$ cat src/rtl/dcache_dm.sv
// Direct-mapped, write-through, no-write-allocate data cache with a
// single outstanding backing-memory transaction.
module dcache_dm #(
   parameter int unsigned ADDR_W  = 32,
   parameter int unsigned DATA_W  = 32,
   parameter int unsigned LINES   = 16,
   parameter logic [4:0]  STR_UOP = 5'b01001,
   parameter logic [4:0]  LDR_UOP = 5'b01010
) (
   input  logic              clock,
   input  logic              reset_n,
   input  logic              req_valid,
   output logic              req_ready,
   input  logic [4:0]        uop,
   input  logic [ADDR_W-1:0] addr,
   input  logic [DATA_W-1:0] data_in,
   input  logic              flush,
   output logic              resp_valid,
   output logic [DATA_W-1:0] data_out,
   output logic              mem_req,
   output logic              mem_we,
   output logic [ADDR_W-1:0] mem_addr,
   output logic [DATA_W-1:0] mem_wdata,
   input  logic              mem_ack,
   input  logic [DATA_W-1:0] mem_rdata
);

   localparam int unsigned IDX_W = $clog2(LINES);
   localparam int unsigned TAG_W = ADDR_W - IDX_W;

   typedef enum logic [1:0] {
      IDLE  = 2'd0,
      FILL  = 2'd1,
      WRITE = 2'd2
   } state_t;

   state_t              r_state;
   logic [LINES-1:0]    r_valid;
   logic [TAG_W-1:0]    r_tag  [LINES];
   logic [DATA_W-1:0]   r_data [LINES];

   logic                r_resp_valid;
   logic [DATA_W-1:0]   r_data_out;
   logic                r_mem_req;
   logic                r_mem_we;
   logic [ADDR_W-1:0]   r_mem_addr;
   logic [DATA_W-1:0]   r_mem_wdata;

   logic [IDX_W-1:0]    w_idx;
   logic [TAG_W-1:0]    w_tag;
   logic [IDX_W-1:0]    w_fill_idx;
   logic [TAG_W-1:0]    w_fill_tag;
   logic                w_hit;
   logic                w_accept;
   logic                w_is_ldr;
   logic                w_is_str;
   logic                w_str_hit;
   logic                w_fill_done;

   // Address decode, hit detection and acceptance qualifiers.
   assign w_idx       = addr[IDX_W-1:0];
   assign w_tag       = addr[ADDR_W-1:IDX_W];
   assign w_fill_idx  = r_mem_addr[IDX_W-1:0];
   assign w_fill_tag  = r_mem_addr[ADDR_W-1:IDX_W];
   assign w_hit       = r_valid[w_idx] && (r_tag[w_idx] == w_tag);
   assign req_ready   = (r_state == IDLE) && !flush;
   assign w_accept    = req_valid && req_ready;
   assign w_is_ldr    = (uop == LDR_UOP);
   assign w_is_str    = (uop == STR_UOP);
   assign w_str_hit   = w_accept && w_is_str && w_hit;
   assign w_fill_done = (r_state == FILL) && mem_ack;

   assign resp_valid  = r_resp_valid;
   assign data_out    = r_data_out;
   assign mem_req     = r_mem_req;
   assign mem_we      = r_mem_we;
   assign mem_addr    = r_mem_addr;
   assign mem_wdata   = r_mem_wdata;

   // Tag/data arrays: store hits update data, fills write tag and data.
   // Valid bits are cleared during reset, so no hit or fill can occur then.
   always_ff @(posedge clock) begin
      if (w_str_hit) begin
         r_data[w_idx] <= data_in;
      end else if (w_fill_done) begin
         r_data[w_fill_idx] <= mem_rdata;
         r_tag[w_fill_idx]  <= w_fill_tag;
      end
   end

   // Controller FSM with registered response and memory-request outputs.
   always_ff @(posedge clock or negedge reset_n) begin
      if (!reset_n) begin
         r_state      <= IDLE;
         r_valid      <= '0;
         r_resp_valid <= 1'b0;
         r_data_out   <= '0;
         r_mem_req    <= 1'b0;
         r_mem_we     <= 1'b0;
         r_mem_addr   <= '0;
         r_mem_wdata  <= '0;
      end else begin
         r_resp_valid <= 1'b0;
         case (r_state)
            IDLE: begin
               if (flush) begin
                  r_valid <= '0;
               end else if (w_accept && w_is_ldr) begin
                  if (w_hit) begin
                     r_data_out   <= r_data[w_idx];
                     r_resp_valid <= 1'b1;
                  end else begin
                     r_state    <= FILL;
                     r_mem_req  <= 1'b1;
                     r_mem_we   <= 1'b0;
                     r_mem_addr <= addr;
                  end
               end else if (w_accept && w_is_str) begin
                  r_state     <= WRITE;
                  r_mem_req   <= 1'b1;
                  r_mem_we    <= 1'b1;
                  r_mem_addr  <= addr;
                  r_mem_wdata <= data_in;
               end
            end
            FILL: begin
               if (mem_ack) begin
                  r_valid[w_fill_idx] <= 1'b1;
                  r_data_out          <= mem_rdata;
                  r_resp_valid        <= 1'b1;
                  r_mem_req           <= 1'b0;
                  r_state             <= IDLE;
               end
            end
            WRITE: begin
               if (mem_ack) begin
                  r_resp_valid <= 1'b1;
                  r_mem_req    <= 1'b0;
                  r_mem_we     <= 1'b0;
                  r_state      <= IDLE;
               end
            end
            default: begin
               r_state   <= IDLE;
               r_mem_req <= 1'b0;
               r_mem_we  <= 1'b0;
            end
         endcase
      end
   end

endmodule

$ cat config.mk
export PLATFORM = sky130hd
export DESIGN_NAME = dcache_dm
export DESIGN_NICKNAME = d
export VERILOG_FILES = /design/src/rtl/dcache_dm.sv
export SDC_FILE = /design/constraint.sdc
export NUM_CORES = 1
export LEC_CHECK = 0
export ABC_CLOCK_PERIOD_IN_PS = 8700
export BUFFER_PORTS_ARGS = -buffer_cell sky130_fd_sc_hd__buf_2
export CORE_ASPECT_RATIO = 1.1
export CORE_MARGIN = 1.5
export CORE_UTILIZATION = 25
export DETAILED_ROUTE_END_ITERATION = 8
export HOLD_SLACK_MARGIN = 0.03
export PLACE_DENSITY = 0.5
export SYNTH_ARGS = -nofsm -noshare
export SYNTH_HDL_FRONTEND = slang
export SYNTH_SLANG_ARGS = --single-unit
$ cat constraint.sdc
create_clock -name clock -period 8.7 [get_ports clock]
set_input_delay 0.87 -clock clock [delete_from_list [all_inputs] [get_ports clock]]
set_output_delay 0.87 -clock clock [all_outputs]
set_load 0.005 [all_outputs]
==> impl_metrics.yaml <==
status:
  status: "finished, violations left"
  violations: "DRC"
yosys:
  ys_warn_count: 0
  synth_edf_count: 960
  syn_avg_cell_area_um2: 20.9
  synth_nets: 2155
  ys_types: 66
  syn_inst: 2045
  ys.flop_type: "edfxtp_1"
  syn_area_mm2: 0.0427
  synth-seq-area-share_pct: 74.3
  ys_ff_latch: 1077
  synth_async_sr_flop_share_pct: 10.9
layout:
  fin_nets: 2425
  drive_gt1_share_pct: 35.6
  final_cell_count_no_fill: 4659
  area_delta_synth_final_pct: 18.2
detailed_routing:
  vias_per_cell: 4.58
  wl_um: 112000
  post_drt_wl_per_cell_um: 24.0
  num_vias: 21400
  drtIter0Drc: 1598
  ant_nets: 0
  drt_pass1_iterations: 9
  drc: 22
pwr:
  power_leakage_nw: 17.0
  powerDensity_mw_per_mm2: 245
  vdd_drop_max_mv: 0.152
clocking:
  clk_pin_slew_ps: 60
  cts_resized: 0
  cts_hold_buf: 0
  clock-sinks: 1077
  cts_setup_buffers: 0
  htreeDepth: 3
  cts_tree: "done"
  cts_buffers: 115
  clockBufferDepth: 3
  clock_latency_ps: 740
  cts_root_buf: "clkbuf_16"
sta:
  tightest_slew_ps: 1220
  finalMaxSlewViolations: 0
  setup_violations: 0
  grt_setup_unrepaired: "false"
  period_needed_ps: 6180
  finalSetupTns_ps: 0
  relSlewSlack_pct: 18.1
  fin_crit_sh_pct: 71.0
  skew_ps: 52.7
  finalHoldViolCount: 0
  fmax_mhz: 162
floorplanning:
  dieArea_mm2: 0.173
  initial_utilization_pct: 25.3
  fp.dieH_um: 437
  ioPinCount: 206
  core_mm2: 0.169
  dieWidth_um: 397
  fp-row-count: 158
worst_setup_path:
  crit_chain: "buf_8, buf_4, mux4_2, o22a_1, o21ai_0, xor2_1, nand2_1, or4_4, nor4_4, nand3b_1, o21bai_4, buf_4"
  crit_type: "in -> reg"
  slowest_delay_ps: 930
  r2r-end: "r_data[9][30]$_DFFE_PP_"
  path_common_cell: "buf_4"
  worstReg2RegStart: "r_tag[5][1]$_DFFE_PP_"
  setup.worst_path.end_class: "flop"
  arrival_ps: 6510
  crit_path_max_fanout: 103
  cpMaxStageDelayCell: "nor4_4"
  reg2reg_slack_ps: 3320
  reg2reg_depth: 9
  required_ps: 9030
  critPathLaunch: "addr[1]"
  startpoint_type: "primary input"
global_routing:
  grt_use_met3_pct: 2.32
  grtUsageTotal_pct: 12.8
  grt_pass1_vias: 22800
  grt_max_degree: 104
  met2_usage_pct: 21.3
  busiest_layer: "met2"
  grt_pass1_wl_um: 162000
  grt_use_met1_pct: 17.2
  grt.overflow.total: 0
  grt_antenna_before_repair: 5
worst_hold_path:
  hold_path_class: "in -> async"
placement:
  dp_hpwl_um: 66800
  placed_cells: 4438
  routabilityCongestion: 0.785
  portBuffers: 205
run:
  maxCapViolations: 0
[critical path: cells and delay by family]
family | cells | cell delay, ps
buffers and inverters | 3 | 2100
xor gates and xnor gates | 1 | 280
AOI/OAI and AO/OA | 3 | 590
and+or+nand+nor | 4 | 2090
muxes | 1 | 420
[Yosys cell counts, types with 7 or more instances]
cell type / n / share of area [%]
buf_4: 7 / 0.12
edfxtp_1: 960 / 67
mux2_4: 30 / 1.1
buf_1: 12 / 0.11
xor2_1: 24 / 0.49
nand2_1: 123 / 1.1
nor2_1: 33 / 0.29
xnor2_1: 15 / 0.31
mux4_2: 256 / 13
buf_6: 12 / 0.32
a221oi_1: 11 / 0.23
clkbuf_1: 44 / 0.39
nor4_1: 8 / 0.12
nand2b_1: 12 / 0.18
and3_1: 7 / 0.10
mux2_2: 104 / 2.7
a21oi_1: 28 / 0.33
dfrtp_1: 117 / 6.9
nor2b_1: 11 / 0.16
nand3_1: 10 / 0.12
o21bai_1: 16 / 0.28
mux2i_1: 48 / 1.1
a22oi_1: 11 / 0.19
o21ai_0: 10 / 0.12
nand4_1: 7 / 0.10
a22o_1: 9 / 0.18
nor3_1: 13 / 0.15
buf_2: 27 / 0.32
[registers in the layout, indices dropped and copies added (netlist names)]
| signal | cells |
|---|---|
| r_data | 512 |
| r_tag | 448 |
| data_out | 32 |
| mem_addr | 32 |
| mem_wdata | 32 |
| r_valid | 16 |
| r_state | 2 |
| mem_req | 1 |
| mem_we | 1 |
| resp_valid | 1 |
[layout make-up]
type / instances / area, um^2
Sequential cell: 1077 / 31800
Multi-Input combinational cell: 859 / 10700
Clock inverter: 75 / 761
Inverter: 6 / 22.5
Clock buffer: 144 / 3040
Tap cell: 2240 / 2800
Fill cell: 16500 / 119000
Timing Repair Buffer: 256 / 1440
Antenna cell: 2 / 5.00
[placed cells by master (no fill, tap or decap), types with 10 or more instances in the layout]
cell / netlist / layout
a21oi_1: 28 / 28
a221oi_1: 11 / 11
a22oi_1: 11 / 11
buf_2: 27 / 200
buf_4: 7 / 53
bufinv_16: 0 / 10
clkbuf_1: 44 / 24
clkbuf_16: 0 / 115
clkinv_1: 0 / 25
clkinv_2: 0 / 25
dfrtp_1: 117 / 117
edfxtp_1: 960 / 960
mux2_2: 104 / 104
mux2_4: 30 / 30
mux2i_1: 48 / 48
mux4_2: 256 / 256
nand2_1: 123 / 123
nand2b_1: 12 / 12
nand3_1: 10 / 10
nor2_1: 33 / 33
nor2b_1: 11 / 11
o21bai_4: 0 / 15
xnor2_1: 15 / 15
xor2_1: 24 / 24
[report_power, final]
| group | internal, mW | switching (mW) |
|---|---|---|
| Clock | 2.79 | 2.04 |
| Combinational | 0.506 | 0.677 |
| Sequential | 6.08 | 0.294 |
[routing by layer]
layer	wire length, um	part of all wire [%]
met1	48400	43
met2	54600	49
met3	6370	5.7
met4	2480	2.2
met5	7	0.0063
[cells by family after synthesis]
family	share of synthesized area, %
AOI/OAI and AO/OA	1.99
xor gates and xnor gates	0.799
adders and majority gates	0.117
buffers and inverters	1.31
DFF	74.3
muxes	18.6
and+or+nand+nor	2.92
[through the flow]
stage                     utilization [%]  power (mW)  setup slack (ps)  cell area, um^2  hold WS (ps)
after global routing                 29.8        12.9              2250            50500          95.5
after CTS                            29.8        12.6              2530            50500          59.0
final                                29.8        12.4              2520            50500           114
after floorplan                         -        7.05              1070            42700           457
after detailed placement             27.6        7.70              1760            46700           457
after global placement               27.6        7.64              1850            46700           452
[worst max-delay path by stage]
stage,end,slack (ps)
after floorplan,r_data[4][0]$_DFFE_PP_,1070
after global placement,r_data[9][1]$_DFFE_PP_,1850
after detailed placement,r_data[9][0]$_DFFE_PP_,1760
after CTS,r_data[9][30]$_DFFE_PP_,2530
after global routing,r_data[14][1]$_DFFE_PP_,2250
final,r_data[9][30]$_DFFE_PP_,2520
No activity file was read; power rests on OpenSTA's default activity.
